File: src/rtl/calc_input_ctrl.sv
`default_nettype none
// ============================================================================
//  Module   : calc_input_ctrl
//  Desc     : Operand/opcode entry sequencer for the 4-bit calculator ALU.
//             Synchronises and debounces ENTER/CLEAR, then captures operand A,
//             operand B and the opcode from the slide switches.
//  Revision : 1.0  initial release
// ============================================================================
module calc_input_ctrl #(
   parameter int DEBOUNCE_CYCLES = 500000,
   parameter bit BTN_ACTIVE_LOW  = 1'b1
) (
   input  logic       clk,
   input  logic       rst_n,
   input  logic [3:0] sw,
   input  logic       btn_enter_raw,
   input  logic       btn_clear_raw,
   output logic [3:0] a,
   output logic [3:0] b,
   output logic [2:0] op,
   output logic [1:0] stage,
   output logic       result_valid
);

   localparam int                 c_CNT_W    = $clog2(DEBOUNCE_CYCLES + 1);
   localparam logic [c_CNT_W-1:0] c_CNT_LAST = c_CNT_W'(DEBOUNCE_CYCLES - 1);
   localparam logic [c_CNT_W-1:0] c_CNT_ONE  = c_CNT_W'(1);

   typedef enum logic [1:0] {
      ST_ENTER_A  = 2'd0,
      ST_ENTER_B  = 2'd1,
      ST_ENTER_OP = 2'd2,
      ST_SHOW     = 2'd3
   } state_t;

   // Index 0 = ENTER, index 1 = CLEAR; both channels are identical.
   logic [1:0] w_raw;
   logic [1:0] w_btn;
   logic [1:0] w_pulse;

   assign w_raw = {btn_clear_raw, btn_enter_raw};
   assign w_btn = BTN_ACTIVE_LOW ? ~w_raw : w_raw;

   genvar gi;
   generate
      for (gi = 0; gi < 2; gi++) begin : g_btn
         logic               r_s1;
         logic               r_s2;
         logic               r_db;
         logic               r_pulse;
         logic [c_CNT_W-1:0] r_cnt;

         // Two-flop synchroniser, debounce counter and one-shot press pulse.
         always_ff @(posedge clk or negedge rst_n) begin
            if (!rst_n) begin
               r_s1    <= 1'b0;
               r_s2    <= 1'b0;
               r_db    <= 1'b0;
               r_pulse <= 1'b0;
               r_cnt   <= '0;
            end else begin
               r_s1    <= w_btn[gi];
               r_s2    <= r_s1;
               r_pulse <= 1'b0;
               if (r_s2 == r_db) begin
                  r_cnt <= '0;
               end else if (r_cnt == c_CNT_LAST) begin
                  // Threshold reached: adopt the new level; pulse on press only.
                  r_db    <= r_s2;
                  r_cnt   <= '0;
                  r_pulse <= r_s2;
               end else begin
                  r_cnt <= r_cnt + c_CNT_ONE;
               end
            end
         end

         assign w_pulse[gi] = r_pulse;
      end
   endgenerate

   logic       w_enter_pulse;
   logic       w_clear_pulse;

   assign w_enter_pulse = w_pulse[0];
   assign w_clear_pulse = w_pulse[1];

   state_t     r_state;
   state_t     w_state_nxt;
   logic [3:0] r_a;
   logic [3:0] r_b;
   logic [2:0] r_op;
   logic       r_valid;
   logic [3:0] w_a_nxt;
   logic [3:0] w_b_nxt;
   logic [2:0] w_op_nxt;
   logic       w_valid_nxt;

   // Entry sequencer: CLEAR has priority over ENTER; nothing changes without a pulse.
   always_comb begin
      w_state_nxt = r_state;
      w_a_nxt     = r_a;
      w_b_nxt     = r_b;
      w_op_nxt    = r_op;
      w_valid_nxt = r_valid;
      if (w_clear_pulse) begin
         w_state_nxt = ST_ENTER_A;
         w_a_nxt     = 4'd0;
         w_b_nxt     = 4'd0;
         w_op_nxt    = 3'd0;
         w_valid_nxt = 1'b0;
      end else if (w_enter_pulse) begin
         case (r_state)
            ST_ENTER_A: begin
               w_a_nxt     = sw;
               w_state_nxt = ST_ENTER_B;
            end
            ST_ENTER_B: begin
               w_b_nxt     = sw;
               w_state_nxt = ST_ENTER_OP;
            end
            ST_ENTER_OP: begin
               // Codes 6/7 are kept as-is; the ALU treats them as no-ops.
               w_op_nxt    = sw[2:0];
               w_state_nxt = ST_SHOW;
               w_valid_nxt = 1'b1;
            end
            ST_SHOW: begin
               // Operands are retained so the ALU inputs stay glitch-free.
               w_state_nxt = ST_ENTER_A;
               w_valid_nxt = 1'b0;
            end
            default: begin
               w_state_nxt = ST_ENTER_A;
            end
         endcase
      end
   end

   // State and captured-operand registers.
   always_ff @(posedge clk or negedge rst_n) begin
      if (!rst_n) begin
         r_state <= ST_ENTER_A;
         r_a     <= 4'd0;
         r_b     <= 4'd0;
         r_op    <= 3'd0;
         r_valid <= 1'b0;
      end else begin
         r_state <= w_state_nxt;
         r_a     <= w_a_nxt;
         r_b     <= w_b_nxt;
         r_op    <= w_op_nxt;
         r_valid <= w_valid_nxt;
      end
   end

   assign a            = r_a;
   assign b            = r_b;
   assign op           = r_op;
   assign stage        = r_state;
   assign result_valid = r_valid;

endmodule
`default_nettype wire

File: config.mk
export PLATFORM = sky130hd
export DESIGN_NAME = calc_input_ctrl
export DESIGN_NICKNAME = d
export VERILOG_FILES = /design/src/rtl/calc_input_ctrl.sv
export SDC_FILE = /design/constraint.sdc
export NUM_CORES = 1
export LEC_CHECK = 0
export ABC_AREA = 1
export CAP_MARGIN = 15
export CORE_MARGIN = 8
export CORE_UTILIZATION = 38
export DETAILED_ROUTE_END_ITERATION = 8
export PLACE_DENSITY = 0.63
export SYNTH_ARGS = -nofsm -noshare
export SYNTH_HDL_FRONTEND = slang
export SYNTH_SLANG_ARGS = --single-unit
File: constraint.sdc
create_clock -name clk -period 1.65 [get_ports clk]
set_input_delay 0.33 -clock clk [delete_from_list [all_inputs] [get_ports clk]]
set_output_delay 0.33 -clock clk [all_outputs]
set_load 0.005 [all_outputs]
==> impl_results.md, run 1 <==
* Yosys cell types at 32
* Most common cell in the netlist: nor2_1
* Final-layout fill cell count at 816
* Crit path capture: stage[0]
* Initial antenna violation count at 0
* Final WS setup at 41.1 ps
* Clock Latency Late Sink at ~340 ps
* Rows at 33
* Top post-synthesis cells by count: 90 x nor2_1, 66 x nand2_1, 60 x dfrtp_1
* Crit Reg-Reg Startpoint: g_btn[0].r_cnt[0]
* VDD IR-drop max at between 0.0003 and 0.0004 V
* H-tree depth at 3
* Status: completed
* CP Capture Type: output port
* Synth warn at 0
* Routed Antenna Nets at 0
* Overall global routing resource usage at 0.123
* GP Congestion at between 0.9 and 1
* Die area at ~12000 um2
* Class of the worst hold path: reg2reg
* Final hold slack at approximately 350 ps
* P&R area growth vs syn at 19.5%
* Critical path's slowest cell: clkdlybuf4s50_1
* Clk pin slew, worst setup/hold paths at 70 ps
* Leak at around 1.7 nW
* Setup Viol. Count Final at 0
* Final slew viol count at 0
* First-iteration detailed-routing DRC count at 155
* Final Hold Fails at 0
* Vias per inst at around 4.8
* Worst Path Class, Setup: reg2out
* CTS root buffer: clkbuf_8
* Syn_nets at around 400
* Half-perimeter wire length after placement at a little under 5 mm
* Final wirelength at between 6 and 7 mm
* Number of flops mapped to enable cells by yosys at 0
* CP startpoint kind: flop
* Die height at around 110 um
* Total global routing overflow at 0
* Non-Filler Instances at ~530
* Placed insts at between 500 and 600
* Setup TNS at 0 ps
* Worst EP arrival at roughly 1300 ps
* Setup slack, reg-to-reg at around 200 ps
* Core Box Area at slightly above 8000 um2
* PD cells at ~850 nW/um2
* Crit Path Max Fanout at 4
* N_diodes at 0
* WL/cell at 12.6 um
* CTS tree: yes
* Predominant post-synthesis flop cell: dfrtp_1
* Pin count of the biggest net entering global routing at about 60
* Largest cells by area after synthesis: dfrtp_1 47%, nor2_1 11%, nand2_1 7.8%
* Worst path buffer plus inverter count at 1
* Global-route wire length before repair at around 12 mm
* TritonRoute pass-1 iters at 6
* Min Clock Period, post-route at ~1600 ps
* Layout cells sized above 1 at 0.137
* Post-synthesis sequential area ratio at 0.473
* Effective utilization at floorplan at 0.388
* Synthesized area at 3170 um2
* Max incr delay on CP at 530 ps
* Dominant cell type by area after synthesis: dfrtp_1
* CTS buffer count at 9
* Post-synth ARST share at 1.00
* Port Buf Inserts at 21
* Gate count of the mapped netlist at just under 400
* Tcrit/Tclk final at 0.975
* Vias at ~2500
* Crit-path leading delay family: buffers and inverters
* DP Worst Slack at 201 ps
* Post-route core utilization at 0.464
* Synth Register Bits at 60
* Worst reg2reg path endpoint: g_btn[0].r_cnt[3]
* Die X-Extent at about 110 um
* Crit path launch: stage[0]
* Worst Path Required at roughly 1300 ps
* Max-cap violation count at 0
* Remaining DRCs at 0
* R2R cell count at 8
* Clk sinks at 60
* Rel. slew slack at 0.758
* Critical Path Stages at 1
* I/O pins at 22
* Layout Nets at about 430
* Avg Cell Area, Syn at a little over 8 um2
* Clk_skew at around 12 ps
* Clock Path Buffers at 2
* Fmax at slightly above 0.6 GHz
* CP Cell Sequence: clkdlybuf4s50_1
* Share of the synthesized area in the top cell type at 0.473
* Vias in the first global route at roughly 2500
* Worst-Margin Slew at roughly 360 ps
-- cell usage in the layout, fill, tap and decap left out, drive strengths merged, types with 7 or more instances in the layout --
cell type	synthesis	final
nand4	7	7
clkbuf	0	10
xor2	12	12
dfrtp	60	60
clkdlybuf4s50	0	19
nand3	27	27
nand2	73	73
a21oi	10	10
nor2	101	101
inv	48	48
mux2	11	11
-- sequential cells by signal, indices dropped and copies added (netlist names) --
| signal | cells |
|---|---|
| g_btn.r_s2 | 2 |
| op | 3 |
| stage | 2 |
| b | 4 |
| g_btn.r_db | 2 |
| g_btn.r_pulse | 2 |
| result_valid | 1 |
| a | 4 |
| g_btn.r_s1 | 2 |
| g_btn.r_cnt | 38 |
-- cell families after synthesis --
group | share of synthesized area
compound gates | 0.0367
xor+xnor | 0.0544
fa+ha+maj | 0.0236
buf+inv | 0.0599
flops | 0.473
mux | 0.0390
simple gates | 0.313
-- where the power goes --
group | leakage, nW | switching, W | internal (W)
sequential | 0.824 | 0.0000112 | 0.00149
combinational | 0.732 | 0.0000689 | 0.0000382
clock | 0.122 | 0.000573 | 0.00103
-- per-stage QoR --
stage / power, W / cell area [um2]
global route: 0.00333 / 3790
global placement: 0.00163 / 3530
detailed placement: 0.00164 / 3530
CTS: 0.00325 / 3780
finish: 0.00321 / 3790
floorplan: 0.00157 / 3170
-- cell type report --
| type | count | area, um2 | share of cell area |
|---|---|---|---|
| flip-flops and latches | 60 | 1500 | 0.396 |
| multi-input cells | 275 | 1480 | 0.391 |
| repair buffers | 26 | 260 | 0.0686 |
| inverters | 48 | 180 | 0.0475 |
| clock buffers | 10 | 138 | 0.0363 |
| well taps | 105 | 131 | 0.0346 |
| clock inverters | 5 | 100 | 0.0264 |
-- layer usage --
layer | up-vias | routed length, um | track usage
li1 | 1274 | - | -
met4 | 0 | 131 | 0.0674
met5 | - | 0 | 0
met2 | 64 | 3090 | 0.188
met1 | 1194 | 3090 | 0.161
met3 | 13 | 332 | 0.0251
-- repair_timing --
| action | in CTS | in global routing |
|---|---|---|
| hold buffers | 1 | 0 |
| hold endpoints to repair | 6 | 0 |
| gates resized for setup | 0 | 1 |
| buffers inserted | 0 | 2 |
| endpoints found under the setup margin | 0 | 2 |
-- worst min-delay path by stage --
stage,start,endpoint,cells after the start
after floorplan,rst_n,a[0],0
final,g_btn[0].r_s1,g_btn[0].r_s2,0
after CTS,g_btn[0].r_s1,g_btn[0].r_s2,0
after global routing,g_btn[0].r_s1,g_btn[0].r_s2,0
after detailed placement,g_btn[0].r_s1,g_btn[0].r_s2,0
after global placement,g_btn[1].r_s1,g_btn[1].r_s2,0
Power figures use the tool's default switching activity.
==> inputs of run 2 (changes only) <==
--- a/config.mk
+++ b/config.mk
@@ -6,7 +6,6 @@
 export NUM_CORES = 1
 export LEC_CHECK = 0
 export ABC_AREA = 1
-export CAP_MARGIN = 15
 export CORE_MARGIN = 8
 export CORE_UTILIZATION = 38
 export DETAILED_ROUTE_END_ITERATION = 8
==> results of run 2 <==
No change in the layout: final DEF, timing and power equal those of run 1.
==> inputs of run 3 (changes only) <==
--- a/config.mk
+++ b/config.mk
@@ -5,7 +5,8 @@
 export SDC_FILE = /design/constraint.sdc
 export NUM_CORES = 1
 export LEC_CHECK = 0
-export ABC_AREA = 1
+export ABC_AREA = 0
+export CORE_ASPECT_RATIO = 0.5
 export CORE_MARGIN = 8
 export CORE_UTILIZATION = 38
 export DETAILED_ROUTE_END_ITERATION = 8
==> impl_results.md, run 3 <==
* Setup Viol. Count Final at 3
* Tcrit/Tclk final at 1.03
* VDD IR-drop max at 0.000506 V
* Fmax at slightly below 0.6 GHz
* Remaining DRCs at 0
* Status: complete, but fails checks
* Rel. slew slack at 0.625
* R2R cell count at 4
* I/O pins at 22
* Vias in the first global route at about 2300
* Vias per inst at approximately 5
* Hold path depth at 0
* Top post-synthesis cells by count: 60 x dfrtp_1, 31 x nor2_1, 24 x nand2_1
* TritonRoute pass-1 iters at 4
* Yosys cell types at 38
* RSZ-0062 raised after global routing: true
* Commonest non-fill, non-tap cells in the layout: 57 x dfrtp_1, 32 x buf_4, 31 x nor2_1
* Core Box Area at 7270 um2
* Post-synthesis sequential area ratio at 0.532
* Final WS setup at -53.1 ps
* Die height at 77.0 um
* Clk_skew at between 6 and 7 ps
* First-iteration detailed-routing DRC count at ~120
* Vias at ~2200
* Layout Nets at 350
* CTS root buffer: clkbuf_16
* Number of flip-flops in the largest register at 38
* Effective utilization at floorplan at 0.389
* Worst-Margin Slew at roughly 560 ps
* Largest cells by area after synthesis: dfrtp_1 53%, xor2_1 4.7%, xnor2_1 4.3%
* Routed Antenna Nets at 0
* CTS buffer count at 9
* Clk pin slew, worst setup/hold paths at roughly 50 ps
* CP Capture Type: flop
* N_diodes at 0
* PD cells at about 870 nW/um2
* Clock Path Buffers at 2
* Min Clock Period, post-route at roughly 1700 ps
* Pin count of the biggest net entering global routing at 46
* Rows at 22
* Avg Cell Area, Syn at between 10 and 15 um2
* Die area at between 10000 and 15000 um2
* Clk sinks at 60
* Share of the synthesized area in the top cell type at 0.532
* Global-route wire length before repair at 10.3 mm
* GP Congestion at approximately 0.83
* Dominant cell type by area after synthesis: dfrtp_1
* Worst Path Required at 1850 ps
* Die X-Extent at 138 um
* Setup TNS at -69.3 ps
* Total global routing overflow at 0
* P&R area growth vs syn at 33.0%
* Predominant post-synthesis flop cell: dfrtp_1
* Final slew viol count at 0
* Class of the worst hold path: reg2reg
* Top reg by flops: g_btn.r_cnt
* Max-cap violation count at 0
* Synth Register Bits at 60
* Syn_nets at between 200 and 300
* Layout cells sized above 1 at 0.220
* Final wirelength at about 5.9 mm
* Most common cell in the netlist: dfrtp_1
* Synthesized area at approximately 2800 um2
* WL/cell at 13.4 um
* Placement Cell Area at between 3000 and 4000 um2
* Leak at ~1.6 nW
* Synth warn at 0
* Most common cell after layout, fill and taps aside: dfrtp_1
* Finished Cell Area at approximately 3800 um2
* Clock Latency Late Sink at ~320 ps
* Post-synth ARST share at 1.00
* Port Buf Inserts at 21
* Gate count of the mapped netlist at around 280
* Violated checks: setup timing
* Number of flops mapped to enable cells by yosys at 0
* Overall global routing resource usage at 0.119
* CTS tree: yes
* Worst Path Class, Setup: reg2reg
* CP startpoint kind: flop
* Worst EP arrival at ~1900 ps
* Initial antenna violation count at 0
* Final Hold Fails at 0
* Half-perimeter wire length after placement at just over 4 mm
* H-tree depth at 3
* Crit Path Max Fanout at 3
[run 3: cell count changes after synthesis, moves of 6 or more]
cell	before	now
nand2_1	66	24
a21oi_1	10	20
nor2_1	90	31
and4_1	0	6
or3_1	0	6
xnor2_1	6	14
mux2_2	11	0
nor2_2	6	0
nand2_2	6	0
inv_1	45	10
[run 3: where the power goes]
part / total [W] / internal, W / switching [W] / leakage, nW
Combinational: 0.000126 / 0.0000571 / 0.0000694 / 0.742
Sequential: 0.00151 / 0.00149 / 0.0000157 / 0.762
Clock: 0.00165 / 0.00105 / 0.000596 / 0.131
[run 3: logic make-up after synthesis]
family / after synthesis / synth area share
flops: 60 / 0.532
compound gates: 32 / 0.0678
xor+xnor: 29 / 0.0899
mux: 2 / 0.00886
fa+ha+maj: 6 / 0.0266
simple gates: 127 / 0.247
buf+inv: 19 / 0.0279
[run 3: final timing paths]
check | slack [ps] | start | end
min in group asynchronous | 460 | rst_n | g_btn[0].r_cnt[1]
min | 340 | g_btn[0].r_s1 | g_btn[0].r_s2
max in group asynchronous | 610 | rst_n | g_btn[1].r_cnt[5]
max | -50 | g_btn[1].r_cnt[10] | g_btn[1].r_db
min reg2reg | 340 | g_btn[0].r_s1 | g_btn[0].r_s2
max reg2reg | -50 | g_btn[1].r_cnt[10] | g_btn[1].r_db
[run 3: layer usage]
metal / vias to the layer above / wire [um] / track usage
met2: 27 / 2980 / 0.197
met1: 1071 / 2620 / 0.139
met5: - / 0 / 0
met4: 0 / 99 / 0.0596
met3: 9 / 162 / 0.0345
li1: 1084 / - / -
[run 3: stage by stage]
| stage | setup slack, ps | hold WS [ps] | instances | util | power [W] |
|---|---|---|---|---|---|
| 2_1_floorplan | -82.9 | 34.4 | 275 | - | 0.00157 |
| 6_report | -53.1 | 345 | 437 | 0.517 | 0.00328 |
| 3_5_place_dp | -46.8 | 274 | 416 | 0.467 | 0.00165 |
| 4_1_cts | -63.2 | 346 | 435 | 0.507 | 0.00333 |
| 3_3_place_gp | -49.9 | 264 | 416 | 0.467 | 0.00165 |
| 5_1_grt | -119 | 356 | 437 | 0.517 | 0.00342 |
[run 3: area by class of cell]
class                   count  area [um2]
flip-flops and latches     60        1510
repair buffers             59         514
clock inverters             2        10.0
well taps                  96         120
inverters                  10        37.5
clock buffers              14         254
multi-input cells         196        1310
fillers                   655        3510
[run 3: timing repair]
action | in CTS | in global routing
hold endpoints to repair | 15 | 0
gates cloned | 0 | 1
setup endpoints to repair | 4 | 39
buffers inserted | 2 | 1
resized for setup | 0 | 18
hold buffers | 1 | 0
pin swaps | 1 | 5
[run 3: critical path, cell delays in order, from the launching register on]
cell     delay (ps)
dfrtp_1         400
nor4_2          290
nand4_2         120
or4_4           460
mux2_4          310
